[config.mk]
export PLATFORM = sky130hd
export DESIGN_NAME = fp_norm_pack_flat
export DESIGN_NICKNAME = d
export VERILOG_FILES = /design/src/rtl/fp_norm_pack_pkg.sv /design/src/rtl/fp_norm_pack_if.sv /design/src/rtl/fp_round_rne.sv /design/src/rtl/fp_norm_pack.sv /design/src/flat_wrapper.sv
export SDC_FILE = /design/constraint.sdc
export NUM_CORES = 1
export LEC_CHECK = 0
export ABC_AREA = 1
export BUFFER_PORTS_ARGS = -buffer_cell sky130_fd_sc_hd__buf_2
export CAP_MARGIN = 25
export CORE_ASPECT_RATIO = 0.75
export CORE_MARGIN = 10
export CORE_UTILIZATION = 45
export DETAILED_ROUTE_END_ITERATION = 12
export GPL_ROUTABILITY_DRIVEN = 0
export HOLD_SLACK_MARGIN = 0.06
export PLACE_DENSITY = 0.67
export SYNTH_ARGS = -nofsm -noshare
export SYNTH_HDL_FRONTEND = slang
export SYNTH_SLANG_ARGS = --single-unit
[constraint.sdc]
create_clock -name clk -period 4.8 [get_ports clk]
set_input_delay 0.48 -clock clk [delete_from_list [all_inputs] [get_ports clk]]
set_output_delay 0.48 -clock clk [all_outputs]
set_load 0.05 [all_outputs]
[src/rtl/fp_norm_pack_pkg.sv]
// fp_pkg: shared definitions for the floating-adder output stage.
//   - field widths and exponent bias of single precision
//   - canonical special-value encodings
//   - bit positions inside the raw mantissa {carry, hidden, frac, G, R, S}
//   - control state encoding of fp_norm_pack
package fp_pkg;

    localparam int EXP_W  = 8;
    localparam int FRAC_W = 23;
    localparam int MANT_W = FRAC_W + 5;
    localparam int BIAS   = 127;

    localparam logic [31:0] POS_INF  = 32'h7F80_0000;
    localparam logic [31:0] NEG_INF  = 32'hFF80_0000;
    localparam logic [31:0] QNAN     = 32'h7FC0_0000;
    localparam logic [31:0] POS_ZERO = 32'h0000_0000;

    // Raw mantissa bit positions (default widths). G/R/S sit at the
    // bottom regardless of width, so the RTL uses those directly.
    localparam int CARRY  = MANT_W - 1;
    localparam int HIDDEN = MANT_W - 2;
    localparam int G      = 2;
    localparam int R      = 1;
    localparam int S      = 0;

    typedef enum logic [1:0] {
        IDLE  = 2'd0,
        NORM  = 2'd1,
        ROUND = 2'd2,
        DONE  = 2'd3
    } state_t;

endpackage

[src/rtl/fp_norm_pack_if.sv]
// fp_norm_pack_if: handshake bundle between the add/sub datapath, the
// normalise/pack stage and the adder result register.
//   input side : in_valid/in_ready, in_normal, special_result,
//                in_sign, in_exp, in_mant
//   output side: out_valid/out_ready, result, flag_overflow,
//                flag_underflow, flag_inexact
//   master = producer/consumer around the block, slave = fp_norm_pack.
interface fp_norm_pack_if #(
    parameter int EXP_W  = fp_pkg::EXP_W,
    parameter int FRAC_W = fp_pkg::FRAC_W
);
    localparam int MANT_W = FRAC_W + 5;
    localparam int W      = 1 + EXP_W + FRAC_W;

    logic              in_valid;
    logic              in_ready;
    logic              in_normal;
    logic [W-1:0]      special_result;
    logic              in_sign;
    logic [EXP_W:0]    in_exp;
    logic [MANT_W-1:0] in_mant;
    logic              out_valid;
    logic              out_ready;
    logic [W-1:0]      result;
    logic              flag_overflow;
    logic              flag_underflow;
    logic              flag_inexact;

    modport master (
        output in_valid, in_normal, special_result, in_sign, in_exp, in_mant,
        output out_ready,
        input  in_ready, out_valid, result,
        input  flag_overflow, flag_underflow, flag_inexact
    );

    modport slave (
        input  in_valid, in_normal, special_result, in_sign, in_exp, in_mant,
        input  out_ready,
        output in_ready, out_valid, result,
        output flag_overflow, flag_underflow, flag_inexact
    );

endinterface

[src/rtl/fp_round_rne.sv]
// fp_round_rne: combinational round-to-nearest-even and IEEE-754 pack.
//   sign, exp  : sign and biased exponent of a normalised (or minimum-
//                exponent subnormal) value
//   mant       : {hidden, frac, G, R, S} (carry already folded away)
//   result     : packed word; infinity on overflow
//   overflow / underflow / inexact : exception flags for this result
module fp_round_rne #(
    parameter int EXP_W  = 8,
    parameter int FRAC_W = 23,
    parameter int MANT_W = FRAC_W + 5
) (
    input  logic                  sign,
    input  logic [EXP_W:0]        exp,
    input  logic [MANT_W-2:0]     mant,
    output logic [EXP_W+FRAC_W:0] result,
    output logic                  overflow,
    output logic                  underflow,
    output logic                  inexact
);
    import fp_pkg::*;

    localparam int             HB      = MANT_W - 2;
    localparam logic [EXP_W:0] EXP_MAX = {1'b0, {EXP_W{1'b1}}};

    logic                  hidden;
    logic [EXP_W:0]        exp_field;
    logic [FRAC_W-1:0]     frac;
    logic                  grs;
    logic                  inc;
    logic [EXP_W+FRAC_W:0] sum;
    logic [EXP_W:0]        exp_rnd;
    logic                  ovf;

    assign hidden    = mant[HB];
    // No hidden bit means the value is subnormal: encode a zero exponent.
    assign exp_field = hidden ? exp : '0;
    assign frac      = mant[HB-1:3];
    assign grs       = mant[G] | mant[R] | mant[S];
    assign inc       = mant[G] & (mant[R] | mant[S] | frac[0]);

    // Rounding over the joined {exp, frac} field: a fraction carry-out
    // bumps the exponent (and promotes a max subnormal to min normal).
    assign sum     = {exp_field, frac} + (EXP_W+FRAC_W+1)'(inc);
    assign exp_rnd = sum[EXP_W+FRAC_W:FRAC_W];
    assign ovf     = (exp_field >= EXP_MAX) || (exp_rnd >= EXP_MAX);

    assign result    = ovf ? {sign, {EXP_W{1'b1}}, {FRAC_W{1'b0}}}
                           : {sign, sum[EXP_W+FRAC_W-1:0]};
    assign overflow  = ovf;
    assign inexact   = grs | ovf;
    assign underflow = (exp_field == '0) & grs;

endmodule

[src/rtl/fp_norm_pack.sv]
// fp_norm_pack: output stage of the single-precision adder. Normalises the
// raw sum one bit per cycle, rounds to nearest-even and packs the result,
// or forwards a precomputed special-case word.
//   clk, rst_n : clock, asynchronous active-low reset
//   bus        : fp_norm_pack_if.slave (valid/ready in and out, raw sum
//                fields, special_result, packed result and flags)
// One operation in flight; no input is accepted until the result leaves.
module fp_norm_pack #(
    parameter int EXP_W  = fp_pkg::EXP_W,
    parameter int FRAC_W = fp_pkg::FRAC_W,
    parameter int MANT_W = FRAC_W + 5
) (
    input  logic          clk,
    input  logic          rst_n,
    fp_norm_pack_if.slave bus
);
    import fp_pkg::*;

    localparam int W  = 1 + EXP_W + FRAC_W;
    localparam int CB = MANT_W - 1;
    localparam int HB = MANT_W - 2;

    state_t            state;
    logic              sign_r;
    logic [EXP_W:0]    exp_r;
    logic [MANT_W-1:0] mant_r;
    logic [W-1:0]      res_r;
    logic              ovf_r, unf_r, inx_r;

    logic [W-1:0]      rnd_res;
    logic              rnd_ovf, rnd_unf, rnd_inx;

    // Carry is always cleared before ROUND, so only {hidden..S} is passed.
    fp_round_rne #(
        .EXP_W  (EXP_W),
        .FRAC_W (FRAC_W),
        .MANT_W (MANT_W)
    ) u_round (
        .sign      (sign_r),
        .exp       (exp_r),
        .mant      (mant_r[HB:0]),
        .result    (rnd_res),
        .overflow  (rnd_ovf),
        .underflow (rnd_unf),
        .inexact   (rnd_inx)
    );

    always_ff @(posedge clk or negedge rst_n) begin
        if (!rst_n) begin
            state  <= IDLE;
            sign_r <= 1'b0;
            exp_r  <= '0;
            mant_r <= '0;
            res_r  <= '0;
            ovf_r  <= 1'b0;
            unf_r  <= 1'b0;
            inx_r  <= 1'b0;
        end else begin
            case (state)
                IDLE: begin
                    if (bus.in_valid) begin
                        sign_r <= bus.in_sign;
                        exp_r  <= bus.in_exp;
                        mant_r <= bus.in_mant;
                        if (!bus.in_normal) begin
                            res_r <= bus.special_result;
                            ovf_r <= 1'b0;
                            unf_r <= 1'b0;
                            inx_r <= 1'b0;
                            state <= DONE;
                        end else begin
                            state <= NORM;
                        end
                    end
                end
                NORM: begin
                    if (mant_r[CB]) begin
                        // Right shift folds the dropped R into sticky.
                        mant_r <= {1'b0, mant_r[CB:2], mant_r[R] | mant_r[S]};
                        exp_r  <= exp_r + (EXP_W+1)'(1);
                        state  <= ROUND;
                    end else if (mant_r[HB] || exp_r == (EXP_W+1)'(1)) begin
                        // exp==1 with no hidden bit rounds as a subnormal.
                        state <= ROUND;
                    end else if (mant_r == '0) begin
                        // Exact cancellation always yields +0.
                        res_r <= '0;
                        ovf_r <= 1'b0;
                        unf_r <= 1'b0;
                        inx_r <= 1'b0;
                        state <= DONE;
                    end else begin
                        mant_r <= {mant_r[CB-1:0], 1'b0};
                        exp_r  <= exp_r - (EXP_W+1)'(1);
                    end
                end
                ROUND: begin
                    res_r <= rnd_res;
                    ovf_r <= rnd_ovf;
                    unf_r <= rnd_unf;
                    inx_r <= rnd_inx;
                    state <= DONE;
                end
                DONE: begin
                    if (bus.out_ready) state <= IDLE;
                end
                default: state <= IDLE;
            endcase
        end
    end

    assign bus.in_ready       = (state == IDLE);
    assign bus.out_valid      = (state == DONE);
    assign bus.result         = res_r;
    assign bus.flag_overflow  = ovf_r;
    assign bus.flag_underflow = unf_r;
    assign bus.flag_inexact   = inx_r;

endmodule

[src/flat_wrapper.sv]
// flat-port wrapper written by rule: the top's interface ports become plain ports
module fp_norm_pack_flat import fp_pkg::*;
#(
    parameter int EXP_W  = fp_pkg::EXP_W,
    parameter int FRAC_W = fp_pkg::FRAC_W,
    parameter int MANT_W = FRAC_W + 5
)
  (clk, rst_n, bus_in_valid, bus_in_normal, bus_special_result, bus_in_sign, bus_in_exp, bus_in_mant, bus_out_ready, bus_in_ready, bus_out_valid, bus_result, bus_flag_overflow, bus_flag_underflow, bus_flag_inexact);
  fp_norm_pack_if #(.EXP_W(EXP_W), .FRAC_W(FRAC_W)) bus_i ();
  input  logic clk;
  input  logic rst_n;
  input wire logic [$bits(bus_i.in_valid)-1:0] bus_in_valid;
  input wire logic [$bits(bus_i.in_normal)-1:0] bus_in_normal;
  input wire logic [$bits(bus_i.special_result)-1:0] bus_special_result;
  input wire logic [$bits(bus_i.in_sign)-1:0] bus_in_sign;
  input wire logic [$bits(bus_i.in_exp)-1:0] bus_in_exp;
  input wire logic [$bits(bus_i.in_mant)-1:0] bus_in_mant;
  input wire logic [$bits(bus_i.out_ready)-1:0] bus_out_ready;
  output wire logic [$bits(bus_i.in_ready)-1:0] bus_in_ready;
  output wire logic [$bits(bus_i.out_valid)-1:0] bus_out_valid;
  output wire logic [$bits(bus_i.result)-1:0] bus_result;
  output wire logic [$bits(bus_i.flag_overflow)-1:0] bus_flag_overflow;
  output wire logic [$bits(bus_i.flag_underflow)-1:0] bus_flag_underflow;
  output wire logic [$bits(bus_i.flag_inexact)-1:0] bus_flag_inexact;
  assign bus_i.in_valid = bus_in_valid;
  assign bus_i.in_normal = bus_in_normal;
  assign bus_i.special_result = bus_special_result;
  assign bus_i.in_sign = bus_in_sign;
  assign bus_i.in_exp = bus_in_exp;
  assign bus_i.in_mant = bus_in_mant;
  assign bus_i.out_ready = bus_out_ready;
  assign bus_in_ready = bus_i.in_ready;
  assign bus_out_valid = bus_i.out_valid;
  assign bus_result = bus_i.result;
  assign bus_flag_overflow = bus_i.flag_overflow;
  assign bus_flag_underflow = bus_i.flag_underflow;
  assign bus_flag_inexact = bus_i.flag_inexact;
  fp_norm_pack #(.EXP_W(EXP_W), .FRAC_W(FRAC_W), .MANT_W(MANT_W)) u_core (.clk(clk), .rst_n(rst_n), .bus(bus_i));
endmodule
* After elaboration in Yosys (flattened, before gate mapping)
Cells that the tools add are included.
** Storage, ports and cells
- Register bits :: 75
- Bits in latches :: 0
- RAM bits :: 0
- Bits in read-only memories :: 0
- Bits of input ports :: 75
- Word-level logic and storage cells :: 79
- Memories :: 0
** Operators by class
- Add/sub/neg operators :: 3
- Multiply operators :: 0
- Divide/modulo/power cells :: 0
- Magnitude comparators :: 2
- Equality and inequality tests :: 13
- Shifts and indexed selects :: 0
- Mux-type cells :: 33
- Bitwise logic cells :: 7
- Reductions and logical operators :: 12
** Operator list (count)
- $mux W32 :: 5
- $mux W28 :: 4
- $pmux W32 S3 :: 1
- $pmux W28 S2 :: 1
- $mux W9 :: 5
- $add A32 B1 Y32 :: 1
- $mux W31 :: 1
- $logic_not A28 Y1 :: 1
- $ge A9 B8 Y1 const B :: 2
- $pmux W9 S2 :: 1
- $mux W2 :: 6
- $ne A2 B2 Y1 const B :: 5
- $add A9 B1 Y9 const B :: 1
- $eq A9 B1 Y1 const B :: 1
- $logic_not A9 Y1 :: 1
- $pmux W1 S3 :: 3
- $sub A9 B1 Y9 const B :: 1
- $pmux W2 S4 :: 1
- $ne A3 B2 Y1 const B :: 2
- $reduce_and A6 Y1 :: 1
- $mux W1 :: 5
- $or A1 B1 Y1 :: 5
- $eq A2 B2 Y1 const B :: 2
- $ne A4 B1 Y1 const B :: 1
- other kinds (10) :: 13

* Logic depth before layout (Yosys ltp)
Gate-level depths: netlist (run 1).
- Word-level depth :: 8
- Depth in mapped cells :: 17

* Hierarchy
A second synthesis (run 1) with hierarchy kept.
** Unflattened totals
- Cell total of the unflattened synthesis :: 986
- Area total of the unflattened synthesis :: 6122.1 um^2
** Modules (own cells, without submodules)
- fp_norm_pack :: instances 1, cells each 747, area an instance 4885.9 um^2, sequential area each 1876.8 um^2
- fp_round_rne :: instances 1, cells each 239, area an instance 1236.2 um^2, sequential area each 0.0 um^2

* Worst setup path after synthesis (run 1)
Ideal clock, no wire load.
- Path type :: register to register
- From :: reg u_core.state[0]
- To :: reg u_core.exp_r[7]
- Arrival :: 1.861 ns
- Setup slack :: 2.808 ns
- Cell stages (with the launch flop) :: 9
- Clock period less this slack :: 1.992 ns
- Cell sequence :: dfrtp_1 -> inv_1 -> ha_1 -> nand2_1 -> o21ai_0 -> nand2_1 -> inv_2 -> clkbuf_1 -> o21ai_0
** On the way
- Cells in the longest elaborated chain, start to end :: 3
- Elaborated cells between the ends (all ways) :: 8
** RTL lines
- start: declaration :: RTL line fp_norm_pack.sv:23 : state_t state;
- start signal: assignment :: RTL line fp_norm_pack.sv:50 : state <= IDLE;
- start signal: assignment :: RTL line fp_norm_pack.sv:70 : state <= DONE;
- start signal: assignment :: RTL line fp_norm_pack.sv:72 : state <= NORM;
- $logic_not A2 Y1 *
- net bus_in_ready :: RTL line flat_wrapper.sv:19 : output wire logic [$bits(bus_i.in_ready)-1:0] bus_in_ready;
- $ne A2 B2 Y1 (no line) or $reduce_bool A2 Y1 (tied branches)
- $reduce_and A4 Y1 (no line)
- end signal: assignment :: RTL line fp_norm_pack.sv:63 : exp_r <= bus.in_exp;
- end signal: assignment :: RTL line fp_norm_pack.sv:80 : exp_r <= exp_r + (EXP_W+1)'(1);
- end signal: assignment :: RTL line fp_norm_pack.sv:94 : exp_r <= exp_r - (EXP_W+1)'(1);
- end: declaration :: RTL line fp_norm_pack.sv:25 : logic [EXP_W:0] exp_r;
The timed path passes the listed nets; every way through them passes the cells marked *.
A chain may end at the register's enable or synchronous reset.

* Final worst setup path (run 1)
- From :: reg u_core.exp_r[1]
- To :: reg u_core.inx_r (netlist: u_core.bus.flag_inexact)
** On the way
- Cells in the longest elaborated chain, start to end :: 6
- Elaborated cells between the ends (all ways) :: 11
** RTL lines
- $mux W9 :: RTL line fp_round_rne.sv:36 : assign exp_field = hidden ? exp : '0;
- $add A32 B1 Y32 :: RTL line fp_round_rne.sv:43 : assign sum = {exp_field, frac} + (EXP_W+FRAC_W+1)'(inc);
- $ge A9 B8 Y1 :: RTL line fp_round_rne.sv:45 : assign ovf = (exp_field >= EXP_MAX) || (exp_rnd >= EXP_MAX);
- $logic_or A1 B1 Y1 :: RTL line fp_round_rne.sv:45
- $or A1 B1 Y1 :: RTL line fp_round_rne.sv:50 : assign inexact = grs | ovf;
- $pmux W1 S3 :: RTL line fp_norm_pack.sv:59 : case (state)
- end signal: assignment :: RTL line fp_norm_pack.sv:101 : inx_r <= rnd_inx;
- end: declaration :: RTL line fp_norm_pack.sv:28 : logic ovf_r, unf_r, inx_r;
Parallel ways exist; a longest one is shown, timed or not.

==> flow_metrics.py, run 1 <==
metrics = {
    "sta": {
        "layout_setup_ws_ps": 1909,
        "fin_skew_ps": 8.620,
        "finalSetupTns_ps": 0,
        "maxClockFrequency_ghz": 0.3459,
        "finalHoldViolCount": 0,
        "min_period_ps": 2891,
        "tightest_slew_ps": 981.5,
        "setup_viol": 0,
        "rsz0062_at_grt": "no",
        "slew_violations": 0,
        "slew_headroom": 0.3449,
        "post-route-period-util": 0.6022,
    },
    "global_route": {
        "grt_pass1_vias": 5132,
        "gr-total-overflow": 0,
        "grt_pass1_wl_um": 27260,
        "grt_antenna_before_repair": 0,
        "grt_start_max_net_pins": 44,
        "track_usage": 0.1947,
    },
    "cells_and_area": {
        "multi_input_area_um2": 3032,
        "seqCellArea_um2": 1877,
        "syn2layout_area_growth_pct": 17.43,
        "n_antenna_cell": 0,
        "drive_gt1_frac": 0.2360,
        "final_cells": 1001,
        "fin_nets": 917,
        "fill_cells": 1121,
        "final_util": 0.5433,
    },
    "clock_tree": {
        "cts_tree": "done",
        "clk_path_buf_depth": 2,
        "path_clk_slew_ps": 60,
        "post-cts-setup-buffers": 0,
        "post_cts_resized": 0,
        "cts_buffers": 9,
        "postCtsHoldBufs": 0,
        "cts_sinks": 75,
        "clk_latency_ps": 340,
        "cts_root_buffer": "clkbuf_16",
        "ctsHtreeMaxLevel": 3,
    },
    "critical_path": {
        "cp-start-kind": "flip-flop",
        "crit_path_end_kind": "flip-flop",
        "cp.required_ps": 5020,
        "criticalPathCategory": "reg2reg",
        "cp_max_fo": 32,
        "cp.arrival_ps": 3110,
    },
    "synth": {
        "yosys-top-cells-area": "dfrtp_1 (35%), nand2_1 (12%), o21ai_0 (6.5%)",
        "yosys_warnings": 0,
        "avgSynthCellArea_um2": 7.188,
        "ys_types": 45,
        "synthFlopType": "dfrtp_1",
        "synthTopCellsByCount": "nand2_1 (174), dfrtp_1 (75), o21ai_0 (70)",
        "synth.most_common_cell": "nand2_1",
        "yosysSeqAreaShare": 0.3467,
        "ys_ff_latch": 75,
        "netlist_instances": 753,
        "synth_top_area_share": 0.3467,
        "yosys.area.top_type": "dfrtp_1",
        "synth_edf_count": 0,
        "syn_nets": 836,
        "async_flop_share": 1.000,
        "syn_area_um2": 5413,
    },
    "flow_run": {
        "max_cap_viol_count": 0,
    },
    "floorplanning": {
        "fp.dieW_um": 146.6,
        "ios": 112,
        "core_region_area_um2": 11700,
        "start_util": 0.4627,
        "die_area_um2": 16860,
        "rows": 34,
        "fp.dieH_um": 115.0,
    },
    "power_and_ir_drop": {
        "vdd_drop_max_v": 0.0003804,
        "p_sw_uw": 2746,
        "p_seq_frac": 0.269,
        "power.leakage_uw": 0.003079,
        "sw_frac_of_total": 0.5398,
        "p_per_area_nw_per_um2": 800.3,
        "power.internal_uw": 2341,
        "power_uw": 5087,
        "combPwrFrac": 0.569,
        "pwr-share-clk": 0.162,
    },
    "hold_path": {
        "hold_class": "in2async",
    },
    "placement": {
        "dp_hpwl_um": 12630,
        "place_ws_ps": 1928,
        "post-place-cells": 984,
        "port_buffers": 111,
    },
    "routing": {
        "drt_wl_total_um": 16650,
        "antenna_left": 0,
        "drtIter0Drc": 543,
        "route.detailed.drc": 0,
        "wl_per_cell_um": 16.63,
        "num_vias": 5427,
        "viasPerCell": 5.422,
        "drt_first_pass_iters": 5,
    },
    "run_status": {
        "outcome": "finished, final reports clean",
    },
}
worst max-delay path, stage by stage, from the launching register on:
cell and delay [ps]:
dfrtp_1 420, inv_1 190, ha_1 190, nand3_1 70, o21ai_1 230, nor2_1 70
buf_4 230, nor2_1 100, nor2_1 60, o21ai_2 220, buf_4 400, inv_2 290
nand3_1 190, nand3_1 80
final timing paths:
check	start	cells after the start	end	slack, ps
min	rst_n	1	u_core.bus.flag_inexact	200
min reg2reg	u_core.bus.result[24]	2	u_core.bus.result[24]	480
max in group asynchronous	rst_n	2	u_core.mant_r[20]	3530
max	u_core.exp_r[1]	13	u_core.bus.flag_inexact	1910
min in group clk	bus_in_sign	2	u_core.sign_r	380
max reg2reg	u_core.exp_r[1]	13	u_core.bus.flag_inexact	1910
flip-flops by register name (all words and copies together) (netlist names):
name,cells
u_core.bus.result,32
u_core.mant_r,28
u_core.exp_r,9
u_core.state,2
u_core.bus.flag_inexact,1
u_core.bus.flag_overflow,1
u_core.bus.flag_underflow,1
u_core.sign_r,1
stage by stage:
stage               area, um2  hold WS, ps
floorplan                5413        184.4
global placement         5956        467.8
detailed placement       5967        477.2
CTS                      6329        213.4
global route             6356        245.3
finish                   6356        204.2
cell families after synthesis:
group	Yosys count	synth area share
muxes	2	0.003930
DFF	75	0.3467
buffers and inverters	114	0.09316
AOI/OAI and AO/OA	168	0.1713
and+or+nand+nor	360	0.3243
adders and majority gates	8	0.01849
xor gates and xnor gates	26	0.04207
power by group through the flow:
stage | combinational, uW | sequential [uW] | clock (uW)
floorplan | 1880 | 1670 | 0
global placement | 2790 | 1350 | 0
detailed placement | 2860 | 1360 | 0
CTS | 2870 | 1350 | 832
global route | 3210 | 1410 | 860
finish | 2900 | 1370 | 822
cell usage in the layout, fill, tap and decap left out, types with 26 or more instances in the layout:
cell type    n
xor2_1      26
nand3_1     26
inv_1       59
o21ai_0     70
nor2_1      63
dfrtp_1     75
nand2_1    174
nand4_1     29
a21oi_1     56
buf_2      111
metal layers:
metal / wire length (um) / share of wire / vias up / track usage
met5: 0 / 0 / - / 0
met3: 1767 / 0.11 / 16 / 0.06203
met4: 138 / 0.0083 / 0 / 0.03726
met1: 8287 / 0.50 / 2471 / 0.2943
met2: 6450 / 0.39 / 273 / 0.2617
li1: - / - / 2667 / -
layout make-up:
type / count / share of cell area
Inverter: 65 / 0.03839
Sequential cell: 75 / 0.2953
Timing Repair Buffer: 119 / 0.1006
Multi-Input combinational cell: 564 / 0.4770
Tap cell: 162 / 0.03189
Clock buffer: 12 / 0.04193
Clock inverter: 4 / 0.01496
Note: power is estimated with default switching activity, not from simulation.
==> run 2: changes to the inputs <==
--- a/config.mk
+++ b/config.mk
@@ -5,7 +5,7 @@
 export SDC_FILE = /design/constraint.sdc
 export NUM_CORES = 1
 export LEC_CHECK = 0
-export ABC_AREA = 1
+export ABC_AREA = 0
 export BUFFER_PORTS_ARGS = -buffer_cell sky130_fd_sc_hd__buf_2
 export CAP_MARGIN = 25
 export CORE_ASPECT_RATIO = 0.75
@@ -14,7 +14,7 @@
 export DETAILED_ROUTE_END_ITERATION = 12
 export GPL_ROUTABILITY_DRIVEN = 0
 export HOLD_SLACK_MARGIN = 0.06
-export PLACE_DENSITY = 0.67
+export PLACE_DENSITY = 0.7
 export SYNTH_ARGS = -nofsm -noshare
 export SYNTH_HDL_FRONTEND = slang
 export SYNTH_SLANG_ARGS = --single-unit
==> constraint.sdc (replaced) <==
create_clock -name clk -period 2.3 [get_ports clk]
set_input_delay 0.23 -clock clk [delete_from_list [all_inputs] [get_ports clk]]
set_output_delay 0.23 -clock clk [all_outputs]
set_load 0.05 [all_outputs]
==> run 2 against run 1 <==
Net effect:
- the run now ends with setup timing left
- non-clock buffer count is 110 higher
- routed wire length rose by 5.6%
- design area increased by 10%
- first-iteration DRC count shrank 5.0%
- clock skew hardly changed
- sequential power grew 80%
- fmax up 23%
- clock power grew 68%
- critical endpoint is now u_core.bus.result[19]
==> flow_metrics.py, run 2 <==
metrics = {
    "sta": {
        "maxClockFrequency_ghz": 0.4251,
        "finalSetupTns_ps": -785.0,
        "min_period_ps": 2353,
        "rsz0062_at_grt": "yes",
        "finalHoldViolCount": 0,
        "fin_skew_ps": 8.904,
        "slew_violations": 0,
        "tightest_slew_ps": 491.7,
        "post-route-period-util": 1.023,
        "slew_headroom": 0.6722,
        "setup_viol": 23,
        "layout_setup_ws_ps": -52.59,
    },
    "floorplanning": {
        "rows": 33,
        "start_util": 0.4683,
        "die_area_um2": 16300,
        "fp.dieW_um": 144.1,
        "core_region_area_um2": 11110,
        "fp.dieH_um": 113.1,
        "ios": 112,
    },
    "synth": {
        "yosys-top-cells-area": "dfrtp_1 (36%), a21oi_1 (9.7%), nand2_1 (6.5%)",
        "synth_top_area_share": 0.3608,
        "async_flop_share": 1.000,
        "synthFlopType": "dfrtp_1",
        "netlist_instances": 634,
        "yosysSeqAreaShare": 0.3608,
        "synth_edf_count": 0,
        "synth.most_common_cell": "a21oi_1",
        "ys_ff_latch": 75,
        "yosys_warnings": 0,
        "syn_area_um2": 5201,
        "ys_types": 58,
        "synthTopCellsByCount": "a21oi_1 (101), nand2_1 (90), dfrtp_1 (75)",
        "yosys.area.top_type": "dfrtp_1",
        "avgSynthCellArea_um2": 8.204,
        "syn_nets": 717,
    },
    "critical_path": {
        "r2r_start": "u_core.mant_r[20]",
        "cp.arrival_ps": 2570,
        "rrSetupSlack_ps": -50,
        "reg2regPathDepth": 9,
        "criticalPathCategory": "reg2reg",
        "cp-start-kind": "flip-flop",
        "r2r-end": "u_core.bus.result[19]",
        "slowest_stage": "or4_4",
        "path_cells": "nand4_4 > or4_4 > buf_4 > a2111oi_4 > a21oi_2 > o22ai_2 > buf_6 > a31o_4 > o21ai_2",
        "crit_path_end_kind": "flip-flop",
        "cp_max_fo": 6,
        "slowest_delay_ps": 590,
        "cp.required_ps": 2520,
    },
    "cells_and_area": {
        "syn2layout_area_growth_pct": 34.40,
        "largest_reg_flops": 32,
        "layout_common_cells": "buf_2 (111), buf_4 (107), a21oi_1 (100)",
        "drive_gt1_frac": 0.3779,
        "layout_commonest_cell": "buf_2",
        "stdcell_area_um2": 6990,
        "fill_cells": 931,
        "final_util": 0.6294,
        "n_antenna_cell": 0,
        "fin_nets": 901,
    },
    "clock_tree": {
        "clk_path_buf_depth": 2,
        "path_clk_slew_ps": 60,
        "cts_tree": "done",
        "clk_latency_ps": 340,
        "cts_sinks": 75,
        "cts_buffers": 9,
        "ctsHtreeMaxLevel": 3,
        "cts_root_buffer": "clkbuf_16",
    },
    "routing": {
        "drt_wl_total_um": 17580,
        "num_vias": 5465,
        "antenna_left": 0,
        "drt_first_pass_iters": 6,
        "viasPerCell": 5.675,
        "wl_per_cell_um": 18.26,
        "drtIter0Drc": 516,
        "route.detailed.drc": 0,
    },
    "hold_path": {
        "hold_class": "in2reg",
        "min_path_cells": 2,
        "worstHoldStart": "bus_in_sign",
        "min_to": "u_core.sign_r",
    },
    "flow_run": {
        "max_cap_viol_count": 0,
    },
    "global_route": {
        "grt_pass1_vias": 5254,
        "grt_start_max_net_pins": 76,
        "track_usage": 0.2041,
        "grt_pass1_wl_um": 27310,
        "grt_antenna_before_repair": 0,
        "gr-total-overflow": 0,
    },
    "power_and_ir_drop": {
        "sw_frac_of_total": 0.5055,
        "p_per_area_nw_per_um2": 1678,
        "power.internal_uw": 5799,
        "p_sw_uw": 5929,
        "pwr-share-clk": 0.117,
        "power.leakage_uw": 0.003077,
        "vdd_drop_max_v": 0.0006453,
        "combPwrFrac": 0.673,
        "p_seq_frac": 0.210,
    },
    "placement": {
        "port_buffers": 111,
        "postPlaceCellArea_um2": 6340,
        "dp_hpwl_um": 12720,
    },
    "run_status": {
        "violations": "setup timing",
        "outcome": "complete, but fails checks",
    },
}
-- run 2: cell types whose count changed in the layout (fill, tap and decap cells not counted), moves of 14 or more --
cell     delta
buf_4     +101
nand2_1    -84
inv_1      -47
a21oi_1    +44
nor2_1     -26
nor3b_1    +23
o21ai_2    +20
o21ai_0    -18
xnor2_1    +18
nand2_2    -17
a31oi_1    -14
nand4_1    -14
xor2_1     -14
-- run 2: cells by family after synthesis --
group / share of synthesized area
multiplexers: 0.01419
buffers and inverters: 0.08973
AND/OR/NAND/NOR: 0.2302
AO/OA/AOI/OAI: 0.2336
flip-flops: 0.3608
XOR/XNOR: 0.05220
adder cells (fa/ha/maj): 0.01925
-- run 2: routing by layer --
| layer | global-route usage | vias up | share of wire |
|---|---|---|---|
| li1 | - | 2615 | - |
| met1 | 0.2889 | 2530 | 0.45 |
| met2 | 0.3003 | 281 | 0.43 |
| met3 | 0.05182 | 39 | 0.097 |
| met4 | 0.05645 | 0 | 0.021 |
| met5 | 0 | - | 0 |
-- run 2: power groups by stage --
stage	Sequential (uW)	Combinational [uW]	Clock, uW
2_1_floorplan	3120	4240	0
3_3_place_gp	2380	7030	0
3_5_place_dp	2420	7240	0
4_1_cts	2380	7500	1380
5_1_grt	2530	8540	1450
6_report	2460	7890	1380
-- run 2: what timing repair did --
item	in CTS	in global routing
pin swaps	33	21
endpoints found under the setup margin	23	58
gates cloned	3	0
hold buffers	1	0
gates resized for setup	13	28
endpoints found under the hold margin	75	0
buffers inserted	9	10
-- run 2: area by class of cell --
| class | instances | area [um2] | share of cell area |
|---|---|---|---|
| sequential | 75 | 1883 | 0.2694 |
| timing repair buffer | 229 | 1516 | 0.2169 |
| inverter | 13 | 48.80 | 0.006980 |
| tap | 140 | 175.2 | 0.02506 |
| multi-input combinational | 490 | 3078 | 0.4403 |
| clock buffer | 11 | 252.7 | 0.03616 |
| clock inverter | 5 | 36.28 | 0.005191 |
-- run 2: critical path, delay by kind of cell (launching register included) --
family / cells / cell delay [ps]
buffers and inverters: 2 / 320
AND/OR/NAND/NOR: 2 / 690
AO/OA/AOI/OAI: 5 / 790
flip-flops: 1 / 430
-- run 2: worst max-delay path by stage --
| stage | startpoint | endpoint | cells past startpoint |
|---|---|---|---|
| floorplan | u_core.mant_r[15] | u_core.bus.result[0] | 9 |
| finish | u_core.mant_r[20] | u_core.bus.result[19] | 9 |
| CTS | u_core.mant_r[14] | u_core.bus.result[0] | 8 |
| detailed placement | u_core.mant_r[19] | u_core.bus.result[15] | 8 |
| global placement | u_core.mant_r[24] | u_core.bus.result[16] | 7 |
| global route | u_core.mant_r[20] | u_core.bus.result[18] | 9 |
-- run 2: per-stage QoR --
step | worst slack [ps] | hold WS [ps] | total power [uW] | instances
2_1_floorplan | 3.197 | -65.59 | 7362 | 634
3_3_place_gp | -178.6 | 292.9 | 9410 | 926
3_5_place_dp | -246.2 | 294.8 | 9662 | 926
4_1_cts | -41.00 | 121.7 | 11260 | 955
5_1_grt | -128.8 | 133.6 | 12520 | 963
6_report | -52.59 | 121.8 | 11730 | 963
==> run 3: changes to the inputs <==
--- a/config.mk
+++ b/config.mk
@@ -10,11 +10,11 @@
 export CAP_MARGIN = 25
 export CORE_ASPECT_RATIO = 0.75
 export CORE_MARGIN = 10
-export CORE_UTILIZATION = 45
+export CORE_UTILIZATION = 50
 export DETAILED_ROUTE_END_ITERATION = 12
 export GPL_ROUTABILITY_DRIVEN = 0
 export HOLD_SLACK_MARGIN = 0.06
-export PLACE_DENSITY = 0.7
+export PLACE_DENSITY = 0.76
 export SYNTH_ARGS = -nofsm -noshare
 export SYNTH_HDL_FRONTEND = slang
 export SYNTH_SLANG_ARGS = --single-unit
==> run 3 against run 2 <==
Net effect:
- core utilization increased by 3.6 points
- die area decreased by 8.5%
- the run still ends with setup timing left
- largest cell class unchanged
- combinational power decreased by 2%
- non-clock buffer count decreased by 25
- register-to-register slack got worse by 30 ps
- setup slack got worse by 27 ps
- global-route usage increased by 2.5 points
- clock power increased by 9%
- first-iteration DRC count increased by 8.1%
- final cell count decreased by 3.1%
==> flow_metrics.py, run 3 (synthesized netlist as in run 2, its figures left out) <==
metrics = {
    "run_status": {
        "outcome": "complete, but fails checks",
        "violations": "setup timing",
    },
    "power_and_ir_drop": {
        "vdd_drop_max_v": 0.0009367,
        "power.leakage_uw": 0.002996,
        "p_per_area_nw_per_um2": 1718,
        "power_uw": 11670,
    },
    "cells_and_area": {
        "fin_nets": 876,
        "fill_cells": 811,
        "syn2layout_area_growth_pct": 30.55,
        "layout_commonest_cell": "buf_2",
        "drive_gt1_frac": 0.3501,
        "layout_common_cells": "buf_2 (112), a21oi_1 (99), nand2_1 (90)",
        "stdcell_area_um2": 6790,
        "largest_reg_flops": 32,
        "n_antenna_cell": 0,
    },
    "routing": {
        "num_vias": 5534,
        "route.detailed.drc": 0,
        "drt_first_pass_iters": 5,
        "drtIter0Drc": 558,
        "viasPerCell": 5.931,
        "antenna_left": 0,
        "drt_wl_total_um": 17540,
        "wl_per_cell_um": 18.80,
    },
    "placement": {
        "dp_hpwl_um": 12520,
        "place_ws_ps": -273.8,
        "postPlaceCellArea_um2": 6195,
        "port_buffers": 111,
    },
    "sta": {
        "fin_skew_ps": 6.441,
        "min_period_ps": 2379,
        "finalSetupTns_ps": -1161,
        "post-route-period-util": 1.035,
        "tightest_slew_ps": 527.5,
        "slew_headroom": 0.6483,
        "finalHoldViolCount": 0,
        "maxClockFrequency_ghz": 0.4203,
        "slew_violations": 0,
        "setup_viol": 25,
        "layout_setup_ws_ps": -79.35,
        "rsz0062_at_grt": "yes",
        "hold_ws_ps": 149.2,
    },
    "critical_path": {
        "slowest_delay_ps": 580,
        "crit_path_end_kind": "flip-flop",
        "cp-start-kind": "flip-flop",
        "slowest_stage": "or4_4",
        "cp.required_ps": 2520,
        "startpoint": "u_core.mant_r[17]",
        "r2r_start": "u_core.mant_r[17]",
        "criticalPathCategory": "reg2reg",
        "cp.arrival_ps": 2600,
        "path_cells": "nand4_4 > or4_4 > nor4_4 > xnor2_2 > nor3_4 > buf_12 > a31o_4 > o21ai_1",
        "cp_max_fo": 6,
    },
    "clock_tree": {
        "cts_buffers": 9,
        "clk_latency_ps": 340,
        "cts_root_buffer": "clkbuf_16",
        "cts_tree": "done",
        "path_clk_slew_ps": 60,
        "cts_sinks": 75,
        "clk_path_buf_depth": 2,
        "ctsHtreeMaxLevel": 3,
    },
    "floorplanning": {
        "start_util": 0.5094,
        "fp.dieW_um": 137.8,
        "rows": 32,
        "ios": 112,
        "die_area_um2": 14920,
        "core_region_area_um2": 10210,
        "fp.dieH_um": 108.3,
    },
    "global_route": {
        "grt_pass1_vias": 5309,
        "grt_pass1_wl_um": 27740,
        "gr-total-overflow": 0,
        "grt_start_max_net_pins": 49,
        "track_usage": 0.2295,
        "grt_antenna_before_repair": 0,
    },
    "hold_path": {
        "worstHoldStart": "bus_in_sign",
        "hold_class": "in2reg",
    },
    "flow_run": {
        "max_cap_viol_count": 0,
    },
}
## run 3: cell type report
cell class	count	area (um2)	share of cell area
inverters	13	48.80	0.007186
well taps	136	170.2	0.02506
clock buffers	10	229.0	0.03372
flip-flops and latches	75	1879	0.2768
multi-input cells	490	3028	0.4459
clock inverters	5	78.83	0.01161
repair buffers	204	1356	0.1997
## run 3: worst max-delay path, delay by kind of cell, from the launching register on
family / cells / cell delay (ps)
compound gates: 2 / 300
buf+inv: 1 / 150
flops: 1 / 400
xor+xnor: 1 / 160
simple gates: 4 / 1230
## run 3: layer usage
| metal | vias up | global-route usage | routed length, um |
|---|---|---|---|
| met2 | 344 | 0.3410 | 7444 |
| met1 | 2574 | 0.3116 | 7372 |
| met3 | 47 | 0.07553 | 2291 |
| met4 | 0 | 0.06909 | 435 |
| li1 | 2569 | - | - |
| met5 | - | 0 | 0 |
## run 3: repair_timing
action | CTS | global route
pin swaps | 29 | 11
hold buffers | 1 | 0
cloned | 5 | 1
endpoints found under the setup margin | 27 | 51
buffers inserted | 5 | 3
gates resized for setup | 19 | 10
endpoints found under the hold margin | 20 | 0
## run 3: through the flow
step                utilization  instances
floorplan                     -        634
global placement         0.6067        905
detailed placement       0.6067        905
CTS                      0.6598        931
global route             0.6651        933
finish                   0.6651        933
## run 3: final timing paths
| kind | end | slack [ps] | cells after the start |
|---|---|---|---|
| setup reg to reg | u_core.bus.result[17] | -80 | 8 |
| max in group asynchronous | u_core.mant_r[11] | 1100 | 3 |
| hold / removal | u_core.sign_r | 150 | 2 |
| min in group asynchronous | u_core.sign_r | 410 | 2 |
| hold reg to reg | u_core.bus.result[27] | 480 | 2 |
| setup / recovery | u_core.bus.result[17] | -80 | 8 |
## run 3: where the power goes
part	internal [uW]	switching (uW)	leakage, uW	total (uW)
logic	2900	4810	0.00191	7710
clock network	943	556	0.000152	1500
registers	1960	496	0.000935	2460
